<file path="src/rtl/cp0_ctrl.sv">
// MIPS CP0 register block: SR, Cause, EPC, PRID with mfc0/mtc0 port and interrupt request.
// Optional CP0_IP_LIVE_EN: IntReq samples live HWInt instead of registered Cause.IP.
module cp0_ctrl #(
  parameter logic [29:0] EPC_INIT = 30'h0000_0000,
  parameter logic [31:0] PRID     = 32'h0000_CD01
) (
  input  logic        clk,
  input  logic        reset,
  input  logic [29:0] PC,
  input  logic [31:0] Din,
  input  logic [5:0]  HWInt,
  input  logic [1:0]  Sel,
  input  logic        Wen,
  input  logic        EXLSet,
  input  logic        EXLClr,
  output logic        IntReq,
  output logic [29:0] EPC,
  output logic [31:0] DOut
);

  localparam logic [31:0] SR_RESET = 32'h0000_0001;

  logic [31:0] sr_q, sr_d;
  logic [5:0]  ip_q, ip_d;
  logic [29:0] epc_q, epc_d;
  logic [5:0]  ip_src;

  always_comb begin
    sr_d  = sr_q;
    epc_d = epc_q;
    ip_d  = HWInt;
    if (Wen && Sel == 2'd0) sr_d = Din;
    if (Wen && Sel == 2'd2) epc_d = Din[31:2];
    // Exception entry/return take priority over mtc0 only on EXL and EPC
    if (EXLSet) begin
      sr_d[1] = 1'b1;
      epc_d   = PC;
    end else if (EXLClr) begin
      sr_d[1] = 1'b0;
    end
  end

  always_ff @(posedge clk or posedge reset) begin
    if (reset) begin
      sr_q  <= SR_RESET;
      ip_q  <= '0;
      epc_q <= EPC_INIT;
    end else begin
      sr_q  <= sr_d;
      ip_q  <= ip_d;
      epc_q <= epc_d;
    end
  end

`ifdef CP0_IP_LIVE_EN
  assign ip_src = HWInt;
`else
  assign ip_src = ip_q;
`endif

  assign IntReq = (|(ip_src & sr_q[15:10])) & sr_q[0] & ~sr_q[1];
  assign EPC    = epc_q;

  always_comb begin
    DOut = '0;
    unique case (Sel)
      2'd0: DOut = sr_q;
      2'd1: DOut = {16'b0, ip_q, 10'b0};
      2'd2: DOut = {epc_q, 2'b00};
      2'd3: DOut = PRID;
      default: DOut = '0;
    endcase
  end

endmodule

</file>
<file path="config.mk">
export PLATFORM = sky130hd
export DESIGN_NAME = cp0_ctrl
export DESIGN_NICKNAME = d
export VERILOG_FILES = /design/src/rtl/cp0_ctrl.sv
export SDC_FILE = /design/constraint.sdc
export NUM_CORES = 1
export LEC_CHECK = 0
export ABC_AREA = 1
export ABC_CLOCK_PERIOD_IN_PS = 2570
export CORE_UTILIZATION = 44
export CTS_CLUSTER_DIAMETER = 80
export CTS_CLUSTER_SIZE = 8
export DETAILED_ROUTE_END_ITERATION = 6
export GPL_TIMING_DRIVEN = 0
export PLACE_DENSITY = 0.87
export SLEW_MARGIN = 20
export SYNTH_ARGS = -nofsm -noshare
export SYNTH_HDL_FRONTEND = slang
export SYNTH_SLANG_ARGS = --single-unit
</file>
<file path="constraint.sdc">
create_clock -name clk -period 2.57 [get_ports clk]
set_input_delay 0.514 -clock clk [delete_from_list [all_inputs] [get_ports clk]]
set_output_delay 0.514 -clock clk [all_outputs]
set_load 0.005 [all_outputs]
</file>
; After elaboration in Yosys (flattened, before gate mapping)
; Index checks and enable logic that the tools add are counted.
; W data, S select, Z words.
[classes]
addsub = 0
n_mul = 0
n_div = 0
n_lt_le_gt_ge = 0
n_eq_ne = 3
n_shift = 0
n_mux = 6
bitwise_logic = 4
n_reduce_logical = 6
[ops]
columns = operator, n
row1 = $pmux W32 S4, 1
row2 = $mux W30, 2
row3 = $and A6 B6 Y6, 1
row4 = $reduce_or A6 Y1, 1
row5 = $eq A2 B2 Y1 const B, 2
row6 = $reduce_bool A3 Y1, 1
row7 = $and A1 B1 Y1, 2
row8 = $eq A2 B1 Y1 const B, 1
row9 = $logic_and A1 B1 Y1, 2
row10 = $logic_not A2 Y1, 1
row11 = $mux W1, 2
row12 = $mux W2, 1
row13 = $reduce_bool A2 Y1, 1
row14 = $not A1 Y1, 1
[totals]
reg_bits = 68
latch_bits = 0
ramBits = 0
rom_bits = 0
inputBits = 75
out_inout_bits = 63
elab_cells = 23
n_memories = 0

; Longest topological paths before layout
; Gate-level depths: netlist of run 1.
[logic_depth]
ltp_word = 5
depth_mapped = 7
mapped_depth_nobuf = 5

; Worst setup path before layout of run 1
; OpenSTA, ideal clock, no wires.
[synth_timing]
path_type = input-to-output
from = in Sel[0]
to = out DOut[10]
arrival_time_ns = 1.105
required_time_ns = 2.056
setup_slack_ns = 0.951
path_stages = 5
path_buffers = 1
cell_sequence = buf_6 inv_2 nor2_1 nand2_1 nand3_1
[synth_via]
elab_chain_len = 2
elab_cells_between_ends = 5
cone_classes = eq/ne (3) / mux (1) / reduce/logical (1)
[synth_rtl]
columns = item, line
row1 = "start, declared", 12  ; input logic [1:0] Sel,
row2 = $eq A2 B2 Y1 (tied with other cells), 66  ; unique case (Sel)
row3 = $pmux W32 S4 (*), 66
row4 = "end, declared", 18  ; output logic [31:0] DOut
; Mark *: on every way between the ends. The rest lies on a longest branch, timed or not.

; Worst setup path in the final report of run 1
[layout_timing]
from = in Sel[0]
to = out DOut[14]
; Same word-level chain as after synthesis.

==> flow_metrics.env, run 1 <==
export IMPL_start_util=0.458
export IMPL_cap_violations=0
export IMPL_grt_pass1_vias=3534
export IMPL_antenna_found_initial=0
export IMPL_detail_route_antenna_nets=0
export IMPL_design_die_area_um2=8490
export IMPL_drc=0
export IMPL_dieHeight_um=92.2
export IMPL_dp_cells=703
export IMPL_numCtsBuffers=9
export IMPL_r2r_start="sr_q[0]"
export IMPL_cp_num_buf_inv=3
export IMPL_insertion_delay_ns=0.33
export IMPL_synth_area_top_cells="dfrtp_1 (47%), nand2_1 (23%), o21ai_2 (7.1%)"
export IMPL_clkSlewWorstSetupHoldPaths_ns=0.07
export IMPL_seq_area_frac_synth=0.476
export IMPL_crit_family="buffers and inverters"
export IMPL_cts_resized_gates=0
export IMPL_synthDistinctLibCells=21
export IMPL_synth_most_common_cell="nand2_1"
export IMPL_status="finished clean"
export IMPL_hold_path_class="reg2reg"
export IMPL_synth_edf_count=0
export IMPL_leakage_nw=2.59
export IMPL_critPathMaxStageDelay_ns=0.51
export IMPL_io_buffers=134
export IMPL_grt_setup_unrepaired="false"
export IMPL_wirelength_um=11000
export IMPL_postCtsSetupBuffers=0
export IMPL_cts_sinks=68
export IMPL_ys_dominant_reg_cell="dfrtp_1"
export IMPL_crit_path_cell_trace="buf_6 -> inv_2 -> nor2_1 -> nand2_1 -> nand3_1 -> clkdlybuf4s50_1"
export IMPL_fin_skew_ns=0
export IMPL_grt_overflow=0
export IMPL_grt_max_degree=36
export IMPL_crit_arrival_ns=1.87
export IMPL_hold_depth=2
export IMPL_finalNonFillerCells=719
export IMPL_track_usage=0.265
export IMPL_ir_drop_mv=0.254
export IMPL_cts_tree="built"
export IMPL_first_pass_iters=5
export IMPL_synth_fp_nets=541
export IMPL_synth_top_area_share=0.469
export IMPL_io_pins=138
export IMPL_vias=3710
export IMPL_fin_total_pwr_w=0.00280
export IMPL_insertedDiodeCount=0
export IMPL_worstSetupStartpoint="Sel[0]"
export IMPL_hold_end="sr_q[17]"
export IMPL_pwr_density_cell_nw_per_um2=535
export IMPL_finalHoldViolations=0
export IMPL_crit_type="in2out"
export IMPL_grt_pass1_wl_um=17100
export IMPL_synth_area_um2=3580
export IMPL_postSynthAreaPerCell_um2=7.67
export IMPL_cp_max_fo=9
export IMPL_fp_row_count=32
export IMPL_core_area_um2=7810
export IMPL_hold_start="sr_q[17]"
export IMPL_r2r_cells=2
export IMPL_gp_congestion=0.864
export IMPL_setup_viol=0
export IMPL_holdWs_ns=0.484
export IMPL_slew_headroom=0.660
export IMPL_layout_nets=687
export IMPL_hpwl_um=7980
export IMPL_cts_hold_buffers=0
export IMPL_worst_pin_slew_ns=0.509
export IMPL_post_route_period_util=0.926
export IMPL_drive_gt1_frac=0.126
export IMPL_drt_initial_drc_count=225
export IMPL_timing_fmax_ghz=0.420
export IMPL_finalMaxSlewViolations=0
export IMPL_critPathLaunchType="input pin"
export IMPL_regToRegEndpoint="sr_q[0]"
export IMPL_post_route_util=0.670
export IMPL_vias_per_cell=5.16
export IMPL_yosys_area_top_type="dfrtp_1"
export IMPL_h_tree_depth=3
export IMPL_worst_path_max_delay_cell="clkdlybuf4s50_1"
export IMPL_postSynth_asyncResetShare=1.00
export IMPL_end_kind="primary output"
export IMPL_root_buffer="clkbuf_8"
export IMPL_avgRoutedWirePerCell_um=15.3
export IMPL_yosysWarningCount=0
export IMPL_synth_cells=466
export IMPL_cts_path_max_buffers=2
export IMPL_dieWidth_um=92.2
export IMPL_r2r_slack_ns=1.85
export IMPL_required_ns=2.06
export IMPL_synthToLayoutAreaGrowth_pct=46.2
export IMPL_finalCriticalPeriod_ns=2.38
export IMPL_synthTopCellsByCount="nand2_1 (216), dfrtp_1 (67), nand3_1 (41), o21ai_0 (35), inv_1 (34)"
export IMPL_ys_ff_latch=68
==> worst min-delay path: stages, from the launching register on <==
cell and delay (ns):
dfrtp_1 0.34, nand2_1 0.06, o21ai_2 0.05
==> cell usage in the layout (no fill, tap or decap), types with 5 or more instances in the layout <==
cell type / count
nand3_1: 41
inv_1: 33
o21ai_2: 29
o21ai_0: 35
dfrtp_1: 67
clkbuf_1: 5
buf_4: 5
clkbuf_8: 9
nand2_1: 216
buf_6: 8
buf_2: 13
clkdlybuf4s50_1: 134
==> registers in the layout, summed over array words and instances (netlist names) <==
signal  cells
ip_q        6
sr_q       32
EPC        30
==> cell families after synthesis <==
group,Yosys count,share of synthesized area
and+or+nand+nor,267,0.306
AOI/OAI and AO/OA,66,0.123
DFF,68,0.476
buffers and inverters,65,0.0948
==> metal layers <==
layer / wire length (um) / GRT usage
met1: 4490 / 0.330
met2: 5450 / 0.454
met3: 855 / 0.0439
met4: 222 / 0.116
met5: 0 / 0
==> worst max-delay path by stage <==
stage,endpoint,cells after the start
2_1_floorplan,EPC[0],1
3_3_place_gp,sr_q[2],2
3_5_place_dp,DOut[14],6
6_report,DOut[14],6
4_1_cts,DOut[2],7
5_1_grt,DOut[14],6
==> layout make-up <==
class                   instances  area [um^2]
flip-flops and latches         68         1700
plain buffers                  29          204
fillers                       617         2580
repair buffers                135         1360
multi-input cells             333         1530
clock inverters                 5         28.8
clock buffers                  11          131
well taps                     102          128
inverters                      36          138
==> through the flow <==
stage	cell area [um^2]	setup TNS, ns	worst slack [ns]
after floorplan	3580	0	0.346
after CTS	5230	0	0.209
final	5230	0	0.191
after detailed placement	5070	0	0.198
after global placement	5040	-50.27	-0.751
after global routing	5230	0	0.0963
==> report_power, final <==
group | leakage (nW) | internal [W] | total [W] | switching (W)
sequential | 0.836 | 0.00121 | 0.00131 | 0.0000963
combinational | 1.67 | 0.000416 | 0.000755 | 0.000340
clock | 0.0868 | 0.000346 | 0.000735 | 0.000389
total | 2.59 | 0.00197 | 0.00280 | 0.000825
No activity file was read; power rests on OpenSTA's default activity.
==> run 2, diff against run 1 <==
--- a/config.mk
+++ b/config.mk
@@ -7,8 +7,9 @@
 export LEC_CHECK = 0
 export ABC_AREA = 1
 export ABC_CLOCK_PERIOD_IN_PS = 2570
+export CORE_ASPECT_RATIO = 0.6
 export CORE_UTILIZATION = 44
-export CTS_CLUSTER_DIAMETER = 80
+export CTS_CLUSTER_DIAMETER = 200
 export CTS_CLUSTER_SIZE = 8
 export DETAILED_ROUTE_END_ITERATION = 6
 export GPL_TIMING_DRIVEN = 0
==> run 2 against run 1 <==
Net effect:
- via count is 0.57% higher
- worst setup slack got worse by 0.054 ns
- clock-buffer cell count stayed put
- hold slack lost 0.036 ns
- non-clock buffer count did not move
- combinational power rose by 0.7%
- clock skew is the same
- critical path depth is the same
- sequential power is essentially flat
- power rose by 18%
- global-route usage up 1.0 points
- largest cell class unchanged
- routed wire length increased by 4.1%
==> flow_metrics.env, run 2 (synthesis results as in run 1) <==
export IMPL_finalMaxSlewViolations=0
export IMPL_worstSetupStartpoint="Sel[0]"
export IMPL_grt_setup_unrepaired="false"
export IMPL_hpwl_um=8230
export IMPL_fin_skew_ns=0
export IMPL_grt_max_degree=60
export IMPL_layout_common_cells="nand2_1 (216), clkdlybuf4s50_1 (134), dfrtp_1 (67)"
export IMPL_first_pass_iters=5
export IMPL_io_buffers=134
export IMPL_wirelength_um=11500
export IMPL_met3_usage=0.0876
export IMPL_insertion_delay_ns=0.32
export IMPL_hold_path_class="in2async"
export IMPL_regToRegEndpoint="sr_q[0]"
export IMPL_dieWidth_um=118
export IMPL_postCtsSetupBuffers=0
export IMPL_fillers=632
export IMPL_track_usage=0.276
export IMPL_combinationalPowerShare=0.230
export IMPL_leakage_nw=2.65
export IMPL_end_kind="primary output"
export IMPL_dp_cells=709
export IMPL_crit_type="in2out"
export IMPL_grt_pass1_wl_um=17700
export IMPL_cap_violations=0
export IMPL_cp_max_fo=9
export IMPL_h_tree_depth=3
export IMPL_avgRoutedWirePerCell_um=15.8
export IMPL_gp_congestion=0.860
export IMPL_slew_headroom=0.627
export IMPL_layout_nets=687
export IMPL_top_usage_layer="met2"
export IMPL_layout_commonest_cell="nand2_1"
export IMPL_critPathLaunchType="input pin"
export IMPL_tns_ns=0
export IMPL_p_sw_frac=0.273
export IMPL_grt_overflow=0
export IMPL_grt_pass1_vias=3624
export IMPL_fp_row_count=25
export IMPL_cts_hold_buffers=0
export IMPL_p_switching_w=0.000902
export IMPL_r2r_start="sr_q[0]"
export IMPL_ir_drop_mv=0.382
export IMPL_cts_resized_gates=0
export IMPL_synthToLayoutAreaGrowth_pct=50.3
export IMPL_cts_sinks=68
export IMPL_internal_power_w=0.00240
export IMPL_insertedDiodeCount=0
export IMPL_crit_arrival_ns=1.92
export IMPL_largest_reg_flops=32
export IMPL_post_route_util=0.682
export IMPL_drive_gt1_frac=0.127
export IMPL_dieHeight_um=71.8
export IMPL_drc=0
export IMPL_start_util=0.454
export IMPL_drt_initial_drc_count=372
export IMPL_cts_path_max_buffers=2
export IMPL_grt_use_met1=0.364
export IMPL_seqPwrFrac=0.399
export IMPL_finalCriticalPeriod_ns=2.43
export IMPL_io_pins=138
export IMPL_status="finished clean"
export IMPL_numCtsBuffers=9
export IMPL_post_route_period_util=0.947
export IMPL_worst_pin_slew_ns=0.558
export IMPL_timing_fmax_ghz=0.411
export IMPL_detail_route_antenna_nets=0
export IMPL_design_die_area_um2=8500
export IMPL_vias_per_cell=5.15
export IMPL_setup_viol=0
export IMPL_r2r_slack_ns=1.86
export IMPL_vias=3731
export IMPL_clkSlewWorstSetupHoldPaths_ns=0.06
export IMPL_antenna_found_initial=0
export IMPL_root_buffer="clkbuf_16"
export IMPL_finalNonFillerCells=724
export IMPL_finalHoldViolations=0
export IMPL_required_ns=2.06
export IMPL_core_area_um2=7880
export IMPL_cts_tree="built"
export IMPL_largest_register="sr_q"
export IMPL_fin_total_pwr_w=0.00330
export IMPL_pwr_density_cell_nw_per_um2=614
export IMPL_pwr_share_clk=0.371
export IMPL_r2r_cells=2
export IMPL_grt_util_met2=0.436
==> run 2: cell count changes in the layout (fill, tap and decap cells not counted) <==
cell	before	now
clkbuf_16	0	9
clkbuf_8	9	1
clkinv_2	4	1
clkinvlp_4	0	2
buf_12	1	0
buf_16	0	1
bufinv_16	0	1
clkbuf_1	5	4
clkinv_4	1	0
==> run 2: worst max path at each step <==
stage,end,slack (ns),cells after the start
after floorplan,EPC[0],0.35,1
after global placement,sr_q[4],-0.78,2
after detailed placement,DOut[13],0.18,6
after CTS,DOut[29],0.17,7
after global routing,DOut[10],0.09,6
final,DOut[13],0.14,6
==> run 2: metrics by stage <==
stage	setup slack [ns]	hold slack (ns)	area, um^2
3_5_place_dp	0.176	0.468	5080
4_1_cts	0.172	0.448	5380
3_3_place_gp	-0.783	0.462	5050
2_1_floorplan	0.346	0.449	3580
6_report	0.137	0.448	5380
5_1_grt	0.0860	0.459	5380
==> run 2: critical path, cell delays in order <==
cell,delay (ns)
buf_6,0.14
inv_2,0.06
nor2_1,0.44
nand2_1,0.12
nand3_1,0.11
clkdlybuf4s50_1,0.53
==> run 2: final cells by class <==
class / count / area, um^2 / share of cell area
flip-flops and latches: 68 / 1700 / 0.317
multi-input cells: 333 / 1530 / 0.285
repair buffers: 135 / 1370 / 0.255
clock buffers: 11 / 243 / 0.0452
plain buffers: 29 / 204 / 0.0379
inverters: 36 / 138 / 0.0256
well taps: 108 / 135 / 0.0251
clock inverters: 4 / 50.0 / 0.00931
==> run 2: layer usage <==
metal  vias up  part of all wire
met5         -                 0
met4         0             0.013
met3        16              0.11
met2       231              0.44
met1      1731              0.44
li1       1753                 -
==> run 2: power groups by stage <==
stage | clock network (W) | logic [W] | registers (W)
2_1_floorplan | 0 | 0.000338 | 0.00131
3_3_place_gp | 0 | 0.000734 | 0.00132
3_5_place_dp | 0 | 0.000755 | 0.00133
4_1_cts | 0.00123 | 0.000762 | 0.00131
5_1_grt | 0.00129 | 0.000828 | 0.00133
6_report | 0.00123 | 0.000760 | 0.00132
